==> config.mk <==
export PLATFORM = sky130hd
export DESIGN_NAME = pulpemu_rst_seq
export DESIGN_NICKNAME = d
export VERILOG_FILES = /design/src/rtl/pulpemu_pkg.sv /design/src/rtl/pulpemu_sync.sv /design/src/rtl/pulpemu_rst_seq.sv
export SDC_FILE = /design/constraint.sdc
export NUM_CORES = 1
export LEC_CHECK = 0
export BUFFER_PORTS_ARGS = -buffer_cell sky130_fd_sc_hd__buf_4
export CAP_MARGIN = 20
export CORE_MARGIN = 1.5
export CORE_UTILIZATION = 35
export DETAILED_ROUTE_END_ITERATION = 10
export PLACE_DENSITY = 0.5
export SLEW_MARGIN = 20
export SYNTH_ARGS = -nofsm -noshare
export SYNTH_HDL_FRONTEND = slang
export SYNTH_HIERARCHICAL = 1
export SYNTH_SLANG_ARGS = --single-unit
==> constraint.sdc <==
create_clock -name clk_i -period 2.86 [get_ports clk_i]
set_input_delay 0.572 -clock clk_i [delete_from_list [all_inputs] [get_ports clk_i]]
set_output_delay 0.572 -clock clk_i [all_outputs]
set_load 0.01 [all_outputs]
==> src/rtl/pulpemu_pkg.sv <==
`default_nettype none
// ============================================================================
//  Module      : pulpemu_pkg
//  Description : Shared types and constants for the PULP emulation reset
//                sequencer: FSM state encoding and shared counter width.
//  Revision    : 1.0 - initial release
// ============================================================================
package pulpemu_pkg;

    // Width of the shared sequencing counter (holds loads up to 65535).
    localparam int RST_SEQ_CNT_W = 17;

    // Sequencer states; encodings are visible on state_o for debug probes.
    typedef enum logic [2:0] {
        WAIT_LOCK = 3'd0,
        LOCK_FILT = 3'd1,
        HOLD      = 3'd2,
        SOC_UP    = 3'd3,
        RUN       = 3'd4,
        BTN       = 3'd5
    } rst_seq_state_e;

endpackage : pulpemu_pkg
`default_nettype wire

==> src/rtl/pulpemu_sync.sv <==
`default_nettype none
// ============================================================================
//  Module      : pulpemu_sync
//  Description : Two-flop synchronizer for a single-bit asynchronous input,
//                with asynchronous active-low reset to RESET_VALUE.
//  Ports       : clk   - destination clock
//                rst_n - asynchronous active-low reset
//                d     - asynchronous input
//                q     - synchronized output
//  Revision    : 1.0 - initial release
// ============================================================================
module pulpemu_sync #(
    parameter logic RESET_VALUE = 1'b0
) (
    input  logic clk,
    input  logic rst_n,
    input  logic d,
    output logic q
);

    logic r_meta;
    logic r_sync;

    always_ff @(posedge clk or negedge rst_n) begin
        if (!rst_n) begin
            r_meta <= RESET_VALUE;
            r_sync <= RESET_VALUE;
        end else begin
            r_meta <= d;
            r_sync <= r_meta;
        end
    end

    assign q = r_sync;

endmodule : pulpemu_sync
`default_nettype wire

==> src/rtl/pulpemu_rst_seq.sv <==
`default_nettype none
// ============================================================================
//  Module      : pulpemu_rst_seq
//  Description : FPGA-emulation reset sequencer. Synchronizes the clock
//                manager lock and the board reset button, qualifies lock
//                stability, then releases SoC reset followed by cluster
//                reset after fixed counted delays. Lock loss or a button
//                press re-asserts both resets and restarts the sequence.
//  Config      : PULPEMU_RST_DEBOUNCE_EN - when defined, the synchronized
//                button is debounced over DEBOUNCE_CYCLES stable cycles.
//  Ports       : clk_i          - sequencer clock
//                rstn_i         - asynchronous active-low reset
//                locked_i       - clock-manager lock (asynchronous)
//                btn_rst_i      - board reset button, active-high (async)
//                soc_rstn_o     - SoC reset, active-low, registered
//                cluster_rstn_o - cluster reset, active-low, registered
//                ready_o        - high only in RUN
//                lock_lost_o    - sticky: lock dropped after SoC release
//                state_o        - current FSM state encoding
//  Revision    : 1.0 - initial release
// ============================================================================
module pulpemu_rst_seq
    import pulpemu_pkg::*;
#(
    parameter int LOCK_STABLE_CYCLES   = 256,
    parameter int HOLD_CYCLES          = 64,
    parameter int CLUSTER_DELAY_CYCLES = 16,
    parameter int DEBOUNCE_CYCLES      = 1024
) (
    input  logic       clk_i,
    input  logic       rstn_i,
    input  logic       locked_i,
    input  logic       btn_rst_i,
    output logic       soc_rstn_o,
    output logic       cluster_rstn_o,
    output logic       ready_o,
    output logic       lock_lost_o,
    output logic [2:0] state_o
);

    // ------------------------------------------------------------------
    // Elaboration-time parameter range checks
    // ------------------------------------------------------------------
    if (LOCK_STABLE_CYCLES < 1 || LOCK_STABLE_CYCLES > 65536) begin : g_chk_lock
        $error("LOCK_STABLE_CYCLES out of range 1..65536");
    end
    if (HOLD_CYCLES < 1 || HOLD_CYCLES > 65536) begin : g_chk_hold
        $error("HOLD_CYCLES out of range 1..65536");
    end
    if (CLUSTER_DELAY_CYCLES < 1 || CLUSTER_DELAY_CYCLES > 65536) begin : g_chk_cluster
        $error("CLUSTER_DELAY_CYCLES out of range 1..65536");
    end
    if (DEBOUNCE_CYCLES < 1 || DEBOUNCE_CYCLES > 65536) begin : g_chk_debounce
        $error("DEBOUNCE_CYCLES out of range 1..65536");
    end

    // Counter loads: the count runs N-1 down to 0, so a state lasts N cycles.
    localparam logic [RST_SEQ_CNT_W-1:0] c_LOCK_LOAD    = RST_SEQ_CNT_W'(LOCK_STABLE_CYCLES - 1);
    localparam logic [RST_SEQ_CNT_W-1:0] c_HOLD_LOAD    = RST_SEQ_CNT_W'(HOLD_CYCLES - 1);
    localparam logic [RST_SEQ_CNT_W-1:0] c_CLUSTER_LOAD = RST_SEQ_CNT_W'(CLUSTER_DELAY_CYCLES - 1);
    localparam logic [RST_SEQ_CNT_W-1:0] c_CNT_ZERO     = '0;
    localparam logic [RST_SEQ_CNT_W-1:0] c_CNT_ONE      = RST_SEQ_CNT_W'(1);

    // ------------------------------------------------------------------
    // Input synchronizers
    // ------------------------------------------------------------------
    logic w_lock_s;
    logic w_btn_s;
    logic w_btn_p;

    pulpemu_sync #(
        .RESET_VALUE (1'b0)
    ) u_sync_lock (
        .clk   (clk_i),
        .rst_n (rstn_i),
        .d     (locked_i),
        .q     (w_lock_s)
    );

    pulpemu_sync #(
        .RESET_VALUE (1'b0)
    ) u_sync_btn (
        .clk   (clk_i),
        .rst_n (rstn_i),
        .d     (btn_rst_i),
        .q     (w_btn_s)
    );

    // ------------------------------------------------------------------
    // Button qualification
    // ------------------------------------------------------------------
`ifdef PULPEMU_RST_DEBOUNCE_EN
    localparam logic [RST_SEQ_CNT_W-1:0] c_DB_LOAD = RST_SEQ_CNT_W'(DEBOUNCE_CYCLES - 1);

    logic                     r_btn_p;
    logic [RST_SEQ_CNT_W-1:0] r_db_cnt;

    // The pressed level follows the synchronized button only once the new
    // level has persisted for DEBOUNCE_CYCLES; any return to the current
    // level re-arms the count.
    always_ff @(posedge clk_i or negedge rstn_i) begin
        if (!rstn_i) begin
            r_btn_p  <= 1'b0;
            r_db_cnt <= c_DB_LOAD;
        end else if (w_btn_s == r_btn_p) begin
            r_db_cnt <= c_DB_LOAD;
        end else if (r_db_cnt == c_CNT_ZERO) begin
            r_btn_p  <= w_btn_s;
            r_db_cnt <= c_DB_LOAD;
        end else begin
            r_db_cnt <= r_db_cnt - c_CNT_ONE;
        end
    end

    assign w_btn_p = r_btn_p;
`else
    assign w_btn_p = w_btn_s;
`endif

    // ------------------------------------------------------------------
    // Sequencer FSM
    // ------------------------------------------------------------------
    rst_seq_state_e           r_state;
    rst_seq_state_e           w_state_nxt;
    logic [RST_SEQ_CNT_W-1:0] r_cnt;
    logic [RST_SEQ_CNT_W-1:0] w_cnt_nxt;
    logic                     w_lock_lost_set;
    logic                     r_lock_lost;
    logic                     r_soc_rstn;
    logic                     r_cluster_rstn;
    logic                     w_soc_rstn_nxt;
    logic                     w_cluster_rstn_nxt;

    // Process 1: state, counter and registered outputs.
    always_ff @(posedge clk_i or negedge rstn_i) begin
        if (!rstn_i) begin
            r_state        <= WAIT_LOCK;
            r_cnt          <= c_CNT_ZERO;
            r_lock_lost    <= 1'b0;
            r_soc_rstn     <= 1'b0;
            r_cluster_rstn <= 1'b0;
        end else begin
            r_state        <= w_state_nxt;
            r_cnt          <= w_cnt_nxt;
            r_lock_lost    <= r_lock_lost | w_lock_lost_set;
            r_soc_rstn     <= w_soc_rstn_nxt;
            r_cluster_rstn <= w_cluster_rstn_nxt;
        end
    end

    // Process 2: next state and counter. The counter free-runs down to
    // zero and is reloaded on every transition.
    always_comb begin
        w_state_nxt     = r_state;
        w_cnt_nxt       = (r_cnt != c_CNT_ZERO) ? (r_cnt - c_CNT_ONE) : r_cnt;
        w_lock_lost_set = 1'b0;

        // Button wins over a simultaneous lock drop.
        if (r_state != BTN && w_btn_p) begin
            w_state_nxt = BTN;
            w_cnt_nxt   = c_CNT_ZERO;
        end else begin
            case (r_state)
                WAIT_LOCK: begin
                    if (w_lock_s) begin
                        w_state_nxt = LOCK_FILT;
                        w_cnt_nxt   = c_LOCK_LOAD;
                    end
                end
                LOCK_FILT: begin
                    if (!w_lock_s) begin
                        w_state_nxt = WAIT_LOCK;
                        w_cnt_nxt   = c_CNT_ZERO;
                    end else if (r_cnt == c_CNT_ZERO) begin
                        w_state_nxt = HOLD;
                        w_cnt_nxt   = c_HOLD_LOAD;
                    end
                end
                HOLD: begin
                    if (!w_lock_s) begin
                        w_state_nxt = WAIT_LOCK;
                        w_cnt_nxt   = c_CNT_ZERO;
                    end else if (r_cnt == c_CNT_ZERO) begin
                        w_state_nxt = SOC_UP;
                        w_cnt_nxt   = c_CLUSTER_LOAD;
                    end
                end
                SOC_UP: begin
                    // SoC is already out of reset: record the loss.
                    if (!w_lock_s) begin
                        w_state_nxt     = WAIT_LOCK;
                        w_cnt_nxt       = c_CNT_ZERO;
                        w_lock_lost_set = 1'b1;
                    end else if (r_cnt == c_CNT_ZERO) begin
                        w_state_nxt = RUN;
                        w_cnt_nxt   = c_CNT_ZERO;
                    end
                end
                RUN: begin
                    if (!w_lock_s) begin
                        w_state_nxt     = WAIT_LOCK;
                        w_cnt_nxt       = c_CNT_ZERO;
                        w_lock_lost_set = 1'b1;
                    end
                end
                BTN: begin
                    // Lock is ignored while the button holds the chip in reset.
                    if (!w_btn_p) begin
                        w_state_nxt = WAIT_LOCK;
                        w_cnt_nxt   = c_CNT_ZERO;
                    end
                end
                default: begin
                    w_state_nxt = WAIT_LOCK;
                    w_cnt_nxt   = c_CNT_ZERO;
                end
            endcase
        end
    end

    // Process 3: output decode from the next state, so the registered
    // resets change on the same edge as the state register.
    always_comb begin
        w_soc_rstn_nxt     = 1'b0;
        w_cluster_rstn_nxt = 1'b0;
        if (w_state_nxt == SOC_UP || w_state_nxt == RUN) begin
            w_soc_rstn_nxt = 1'b1;
        end
        if (w_state_nxt == RUN) begin
            w_cluster_rstn_nxt = 1'b1;
        end
    end

    assign soc_rstn_o     = r_soc_rstn;
    assign cluster_rstn_o = r_cluster_rstn;
    assign ready_o        = r_cluster_rstn;
    assign lock_lost_o    = r_lock_lost;
    assign state_o        = r_state;

endmodule : pulpemu_rst_seq
`default_nettype wire
==> out/metrics.csv, run 1 <==
metric,value,unit
vias,1358,
Setup Skew,0.00153,ns
Initial DRT Pass Iterations,6,
Crit Path Category,flip-flop to flip-flop,
"Max FO, Critical Path",20,
RR Endpoint,r_cnt[10],
crit path launch type,flip-flop,
Synth async-reset ratio,1.00,
Worst Setup SP,r_cnt[4],
Static Leak,0.760,nW
initial antenna violation count,0,
starting DRC count in detailed routing,82,
R2R depth,6,
relative max-transition margin,0.474,
CP Cell Sequence,"or4_1, and4bb_4, inv_4, a211o_1, a22oi_4, nor2_1",
number of synthesized register bits,27,
data required time of the worst path,3.01,ns
GP Congestion,0.751,
largest cells by area after synthesis,"dfrtp_1, xor2_1, nor2_1",
Slew @ Worst Pin,0.788,ns
slack of the worst reg-to-reg path,0.33,ns
Clk pwr share,0.123,
share of cells above drive strength 1,0.131,
P_sw,0.784,mW
Peak VDD IR,0.337,mV
PostCTS Resize Cnt,0,
register area share after synthesis,0.411,
pre-CTS setup slack,0.378,ns
# Post-CTS Setup Buffers,0,
area grow syn2layout,8.38,%
crit path to,r_cnt[10],
outcome,"finished, final reports clean",
CP bufs+invs,1,
routed wire length,3.74,mm
"delay-heaviest family, CP",simple AND/OR/NAND/NOR gates,
I/O Buffers,10,
H-tree level count,1,
fillers,467,
RSZ-0062 raised after global routing,false,
Logic pwr share,0.537,
vias in the first global route,1356,
total track usage,0.164,
dpl cell area,0.00174,mm²
Final Max Slew Viols,0,
FMAX,0.396,GHz
Max-cap violations,0,
arrival time worst endpoint,2.68,ns
worst skew pair latency,0.27,ns
placed insts,231,
clock buffer depth,2,
core footprint,0.00444,mm²
fraction of power spent switching nets,0.442,
Post-synth top flop,dfrtp_1,
Yosys warning total,6,
Pint,0.989,mW
clock net sink count,27,
clock root cell,clkbuf_8,
Hold WC Path Type,input pin to asynchronous set/reset pin,
"commonest non-fill, non-tap cell in the layout",dfrtp_1,
hold buffers post-CTS,0,
worst setup margin,0.332,ns
syn_area_per_cell,9.08,µm²
Final period util,0.884,
Pwr Density,996,mW/mm²
Yosys cell types,45,
DRC Markers,0,
layout net count,192,
largest net degree at the start of global routing,28,
antenna-violating nets left,0,
Reg power frac,0.341,
CTS buffer count,3,
fin cells,235,
setup TNS,0,ns
area share of the largest cell type after synthesis,0.411,
full die area,0.00511,mm²
Final Critical Period,2.53,ns
"slowest stage delay, CP",0.64,ns
worst r2r src,r_cnt[4],
CTS tree,yes,
Synth area leader,dfrtp_1,
DP Wirelength,2.65,mm
highest-count cells in the layout ignoring fill and taps,"dfrtp_1, nor2_1, nand2_1, xor2_1, buf_4",
# rows,24,
post-synth net total,189,
Starting Density,0.370,
synthesized cell area,0.00164,mm²
Post-synth EDFFs,0,
num ports,11,
ANT cells,0,
Die Wd,71.5,µm
global-route wire length before repair,6.59,mm
Die H,71.5,µm
clock-pin slew on the worst setup and hold paths,0.09,ns
"Design Area, Final",0.00178,mm²
WHS,0.195,ns
Post-Syn Instances,181,
setup violators final,0,
DR vias/cell,5.78,
WP depth,6,
Final Hold Fails,0,
slowest CP cell,or4_1,
Avg WL per Cell,15.9,µm
gr ovfl total,0,
crit end category,flip-flop,
-- Yosys cell counts, drive strengths merged, types with 6 or more instances --
cell type,instances
inv,6
clkbuf,10
nand3,10
a21oi,11
dfrtp,27
nor3,7
xor2,12
o21ai,7
nand2,12
nor2,17
-- area by class of cell --
type / instances / area, µm² / area share
multi-input combinational: 134 / 880 / 0.494
sequential: 27 / 676 / 0.379
timing repair buffer: 12 / 90.1 / 0.0506
tap: 52 / 65.1 / 0.0365
clock buffer: 4 / 45.0 / 0.0253
inverter: 6 / 25.0 / 0.0141
-- cell families after synthesis --
group	Yosys count	share of synthesized area
DFF	27	0.411
muxes	1	0.00685
adders and majority gates	4	0.0305
AOI/OAI and AO/OA	42	0.181
buffers and inverters	20	0.0533
and+or+nand+nor	74	0.248
xor gates and xnor gates	13	0.0693
-- flip-flops by register name (all words and copies together), names as in the netlist --
name	count
u_sync_lock/q	1
lock_lost_o	1
u_sync_lock/r_meta	1
u_sync_btn/r_meta	1
state_o	3
r_cnt	17
cluster_rstn_o	1
u_sync_btn/q	1
soc_rstn_o	1
-- per-layer routing --
metal  track usage  up-vias  wire length (µm)
met3        0.0295        6               128
met4        0.0629        0                73
li1              -      655                 -
met1         0.229      660              1810
met2         0.252       37              1720
met5             0        -                 0
-- power by group through the flow --
stage / clock (mW) / combinational [mW] / sequential [mW]
finish: 0.218 / 0.951 / 0.604
global route: 0.243 / 1.08 / 0.623
CTS: 0.230 / 0.952 / 0.603
detailed placement: 0 / 0.945 / 0.610
global placement: 0 / 0.942 / 0.605
floorplan: 0 / 0.785 / 0.558
-- worst min path at each step --
stage,slack (ns),from,to,cells past startpoint
finish,0.20,rstn_i,lock_lost_o,1
global route,0.21,rstn_i,lock_lost_o,1
CTS,0.21,rstn_i,lock_lost_o,1
detailed placement,0.34,u_sync_lock/r_meta,u_sync_lock/q,0
global placement,0.34,u_sync_lock/r_meta,u_sync_lock/q,0
floorplan,0.28,rstn_i,cluster_rstn_o,0
-- per-stage QoR --
stage,util,power (mW)
after CTS,0.401,1.78
after global routing,0.401,1.94
after floorplan,-,1.34
after detailed placement,0.390,1.55
after global placement,0.390,1.55
final,0.401,1.77
Note: power is estimated with default switching activity, not from simulation.
==> run 2, diff against run 1 <==
==> constraint.sdc (replaced) <==
create_clock -name clk_i -period 3.2 [get_ports clk_i]
set_input_delay 0.64 -clock clk_i [delete_from_list [all_inputs] [get_ports clk_i]]
set_output_delay 0.64 -clock clk_i [all_outputs]
set_load 0.01 [all_outputs]
==> out/metrics.csv, run 2 (synthesis gave the netlist of run 1 again) <==
metric,value,unit,change
data required time of the worst path,3.35,ns,+0.34 ns
"commonest non-fill, non-tap cell in the layout",dfrtp_1,,
"slowest stage delay, CP",0.64,ns,about the same
antenna-violating nets left,0,,unchanged
starting DRC count in detailed routing,98,,+20%
Hold WC Path Type,input pin to asynchronous set/reset pin,,
# rows,24,,unchanged
Initial DRT Pass Iterations,7,,+1
Final Max Slew Viols,0,,unchanged
Pwr Density,876,mW/mm²,-12%
CTS buffer count,3,,unchanged
routed wire length,3.58,mm,-4.1%
crit end category,flip-flop,,
full die area,0.00511,mm²,unchanged
Avg WL per Cell,15.4,µm,-3.3%
gr ovfl total,0,,unchanged
pre-CTS setup slack,0.698,ns,+0.320 ns
layout net count,190,,-1.0%
DP Wirelength,2.56,mm,-3.5%
DRC Markers,2,,+2
Final Hold Fails,0,,unchanged
max reg flops,17,,unchanged
slowest CP cell,or4_1,,
final design utilization,0.397,,-0.00338
Pwr Total,1.55,mW,-13%
Static Leak,0.750,nW,-1.3%
fin cells,233,,-0.85%
vias,1310,,-3.5%
outcome,"complete, but fails checks",,
Final period util,0.782,,-0.101
GP Congestion,0.759,,+1.1%
largest net degree at the start of global routing,28,,unchanged
placed insts,229,,-0.87%
initial antenna violation count,0,,unchanged
Final Critical Period,2.50,ns,-0.0240 ns
worst skew pair latency,0.27,ns,about the same
Crit Path Category,flip-flop to flip-flop,,
global-route wire length before repair,6.31,mm,-4.2%
num ports,11,,unchanged
FMAX,0.399,GHz,+0.96%
"Max FO, Critical Path",20,,unchanged
violated checks,design-rule violations,,
worst setup margin,0.696,ns,+0.364 ns
setup TNS,0,ns,unchanged
hold buffers post-CTS,0,,unchanged
clock net sink count,27,,unchanged
clock buffer depth,2,,unchanged
area grow syn2layout,7.46,%,
ANT cells,0,,unchanged
share of cells above drive strength 1,0.122,,-0.00960
WHS,0.266,ns,+0.0701 ns
vias in the first global route,1262,,-6.9%
Die Wd,71.5,µm,unchanged
Pint,0.861,mW,-13%
DR vias/cell,5.62,,-2.7%
Slew @ Worst Pin,0.794,ns,+0.00581 ns
total track usage,0.156,,-0.00748
RSZ-0062 raised after global routing,false,,
highest-count cells in the layout ignoring fill and taps,"dfrtp_1, nor2_1, nand2_1, xor2_1, a21oi_1",,
Starting Density,0.370,,unchanged
H-tree level count,1,,unchanged
P_sw,0.685,mW,-13%
Reg power frac,0.347,,+0.006
setup violators final,0,,unchanged
dpl cell area,0.00172,mm²,-0.86%
Clk pwr share,0.126,,+0.003
"Design Area, Final",0.00177,mm²,-0.84%
# Post-CTS Setup Buffers,0,,unchanged
relative max-transition margin,0.471,,-0.00387
core footprint,0.00444,mm²,unchanged
CTS tree,yes,,
clock root cell,clkbuf_8,,
Logic pwr share,0.527,,-0.010
Peak VDD IR,0.325,mV,-3.4%
Biggest register,r_cnt,,
Max-cap violations,0,,unchanged
crit path launch type,flip-flop,,
PostCTS Resize Cnt,0,,unchanged
Setup Skew,0.00352,ns,+0.00199 ns
fraction of power spent switching nets,0.443,,+0.000950
CP Cell Sequence,"or4_1, and4bb_4, inv_4, a211o_1, a22oi_4, nor2_1",,
I/O Buffers,10,,unchanged
arrival time worst endpoint,2.66,ns,-0.02 ns
Die H,71.5,µm,unchanged
clock-pin slew on the worst setup and hold paths,0.09,ns,about the same
[run 2: cell types whose count changed in the layout (fill, tap and decap cells not counted)]
cell	change
buf_4	-2
[run 2: power groups by stage]
| stage | clock, mW | sequential (mW) | combinational [mW] |
|---|---|---|---|
| after global placement | 0 | 0.541 | 0.814 |
| after CTS | 0.203 | 0.537 | 0.822 |
| final | 0.195 | 0.537 | 0.815 |
| after detailed placement | 0 | 0.544 | 0.816 |
| after global routing | 0.218 | 0.558 | 0.930 |
| after floorplan | 0 | 0.499 | 0.702 |
[run 2: final timing paths]
path / from / end / slack, ns / depth (start not counted)
worst max-delay path: r_cnt[4] / r_cnt[8] / 0.70 / 6
worst min-delay path: rstn_i / lock_lost_o / 0.27 / 1
worst max register to register: r_cnt[4] / r_cnt[8] / 0.70 / 6
worst min register to register: u_sync_btn/r_meta / u_sync_btn/q / 0.36 / 0
max in group asynchronous: rstn_i / r_cnt[9] / 2.68 / 1
min in group clk_i: u_sync_btn/r_meta / u_sync_btn/q / 0.36 / 0
[run 2: layout make-up]
cell class / instances / area [µm²]
multi-input combinational: 134 / 880
sequential: 27 / 676
inverter: 6 / 25.0
timing repair buffer: 10 / 75.1
clock buffer: 4 / 45.0
tap: 52 / 65.1
fill: 461 / 2680
[run 2: worst max-delay path, delay by kind of cell, from the launching register on]
kind / cells / cell delay [ns]
simple gates: 3 / 1.24
compound gates: 2 / 0.58
flops: 1 / 0.42
buf+inv: 1 / 0.14
[run 2: routing by layer]
layer	up-vias	GRT usage	share of wire
li1	653	-	-
met1	636	0.239	0.50
met2	17	0.234	0.47
met3	4	0.0211	0.026
met4	0	0.0377	0.0092
met5	-	0	0
==> run 3, diff against run 2 <==
--- a/config.mk
+++ b/config.mk
@@ -10,7 +10,7 @@
 export CORE_MARGIN = 1.5
 export CORE_UTILIZATION = 35
 export DETAILED_ROUTE_END_ITERATION = 10
-export PLACE_DENSITY = 0.5
+export PLACE_DENSITY = 0.52
 export SLEW_MARGIN = 20
 export SYNTH_ARGS = -nofsm -noshare
 export SYNTH_HDL_FRONTEND = slang
==> constraint.sdc (replaced) <==
create_clock -name clk_i -period 2.1 [get_ports clk_i]
set_input_delay 0.42 -clock clk_i [delete_from_list [all_inputs] [get_ports clk_i]]
set_output_delay 0.42 -clock clk_i [all_outputs]
set_load 0.01 [all_outputs]
==> out/metrics.csv, run 3 (synthesis gave the netlist of run 1 again) <==
metric,value,unit,change
worst setup margin,-0.0556,ns,-0.752 ns
clock-pin slew on the worst setup and hold paths,0.09,ns,about the same
outcome,"complete, but fails checks",,
Reg power frac,0.260,,-0.087
Logic pwr share,0.642,,+0.115
clock root cell,clkbuf_8,,
GP Congestion,0.768,,+1.1%
"slowest stage delay, CP",0.54,ns,-0.10 ns
CTS tree,yes,,
RR Endpoint,r_cnt[9],,
CTS buffer count,3,,unchanged
H-tree level count,1,,unchanged
R2R depth,6,,unchanged
Starting Density,0.370,,unchanged
DRC Markers,0,,-2
total track usage,0.163,,+0.00662
Setup Skew,0.00496,ns,+0.00144 ns
Die H,71.5,µm,unchanged
Biggest register,r_cnt,,
Pwr Total,2.96,mW,+92%
Max-cap violations,0,,unchanged
DR vias/cell,5.59,,-0.63%
Pwr Density,1450,mW/mm²,+66%
starting DRC count in detailed routing,70,,-29%
full die area,0.00511,mm²,unchanged
"Design Area, Final",0.00204,mm²,+16%
Static Leak,0.906,nW,+21%
Pint,1.77,mW,+110%
Final Critical Period,2.16,ns,-0.348 ns
gr ovfl total,0,,unchanged
vias,1475,,+13%
Clk pwr share,0.098,,-0.028
area grow syn2layout,24.1,%,
routed wire length,3.98,mm,+11%
Final period util,1.03,,+0.244
Crit Path Category,flip-flop to flip-flop,,
vias in the first global route,1426,,+13%
highest-count cells in the layout ignoring fill and taps,"buf_4, dfrtp_1, nor2_1, nand2_1, xor2_1",,
I/O Buffers,10,,unchanged
violated checks,negative setup slack,,
# rows,24,,unchanged
WHS,0.0685,ns,-0.197 ns
global-route wire length before repair,6.62,mm,+4.9%
P_sw,1.20,mW,+75%
crit end category,flip-flop,,
CP Cell Sequence,"or4_4, and4bb_4, inv_6, a211o_1, a22oi_4, nor2_1",,
arrival time worst endpoint,2.31,ns,-0.35 ns
fraction of power spent switching nets,0.404,,-0.0391
setup violators final,13,,+13
num ports,11,,unchanged
Multi-input gate area,915,µm²,+4.0%
DP Wirelength,2.86,mm,+12%
Hold WC Path Type,input pin to asynchronous set/reset pin,,
share of cells above drive strength 1,0.278,,+0.157
antenna-violating nets left,0,,unchanged
slack of the worst reg-to-reg path,-0.06,ns,-0.75 ns
slowest CP cell,or4_4,,
setup TNS,-0.397,ns,-0.397 ns
Slew @ Worst Pin,0.536,ns,-0.258 ns
data required time of the worst path,2.25,ns,-1.10 ns
core footprint,0.00444,mm²,unchanged
initial antenna violation count,0,,unchanged
Peak VDD IR,0.615,mV,+89%
max reg flops,17,,unchanged
Initial DRT Pass Iterations,6,,-1
clock net sink count,27,,unchanged
largest net degree at the start of global routing,28,,unchanged
Final Hold Fails,0,,unchanged
crit path launch type,flip-flop,,
RSZ-0062 raised after global routing,true,,
fillers,459,,-0.43%
Die Wd,71.5,µm,unchanged
worst skew pair latency,0.26,ns,about the same
ANT cells,0,,unchanged
FF/Latch Area,676,µm²,unchanged
hold buffers post-CTS,0,,unchanged
Final Max Slew Viols,0,,unchanged
clock buffer depth,2,,unchanged
Avg WL per Cell,15.1,µm,-2.1%
relative max-transition margin,0.642,,+0.171
"Max FO, Critical Path",8,,-60%
worst r2r src,r_cnt[7],,
layout net count,221,,+16%
FMAX,0.464,GHz,+16%
"commonest non-fill, non-tap cell in the layout",buf_4,,
dpl cell area,0.00194,mm²,+13%
## run 3: worst max-delay path by stage
stage	start	to	depth (start not counted)
after floorplan	r_cnt[5]	r_cnt[0]	9
after global placement	r_cnt[7]	r_cnt[10]	6
after detailed placement	r_cnt[7]	r_cnt[10]	6
after CTS	r_cnt[8]	r_cnt[10]	6
after global routing	r_cnt[7]	r_cnt[12]	6
final	r_cnt[7]	r_cnt[9]	6
## run 3: per-stage QoR
stage | cells | utilization | setup slack (ns)
detailed placement | 256 | 0.436 | -0.120
CTS | 263 | 0.454 | -0.104
global placement | 256 | 0.436 | -0.0550
floorplan | 181 | - | -0.0858
global route | 264 | 0.459 | -0.157
finish | 264 | 0.459 | -0.0556
## run 3: critical path, delay by kind of cell (launching register included)
family | cells | cell delay (ns)
flip-flops | 1 | 0.39
AO/OA/AOI/OAI | 2 | 0.57
buffers and inverters | 1 | 0.05
AND/OR/NAND/NOR | 3 | 1.02
## run 3: power by group through the flow
stage	sequential (mW)	combinational, mW	clock (mW)
3_5_place_dp	0.775	1.72	0
2_1_floorplan	0.764	1.10	0
6_report	0.771	1.90	0.291
3_3_place_gp	0.764	1.70	0
4_1_cts	0.771	1.86	0.302
5_1_grt	0.789	2.09	0.331
## run 3: timing repair
| action | CTS | global route |
|---|---|---|
| gates cloned | 0 | 0 |
| endpoints found under the setup margin | 14 | 15 |
| setup buffers | 3 | 1 |
| resized for setup | 5 | 4 |
| pin swaps | 9 | 4 |
## run 3: area by class of cell
| cell class | count | share of cell area |
|---|---|---|
| repair buffers | 41 | 0.153 |
| well taps | 52 | 0.0319 |
| inverters | 6 | 0.0135 |
| multi-input cells | 134 | 0.448 |
| flip-flops and latches | 27 | 0.331 |
| clock buffers | 4 | 0.0221 |
## run 3: layer usage
metal,GRT usage,vias up,routed length (µm)
li1,-,716,-
met1,0.234,728,1970
met2,0.265,27,1880
met3,0.0211,4,102
met4,0.0335,0,29
met5,0,-,0
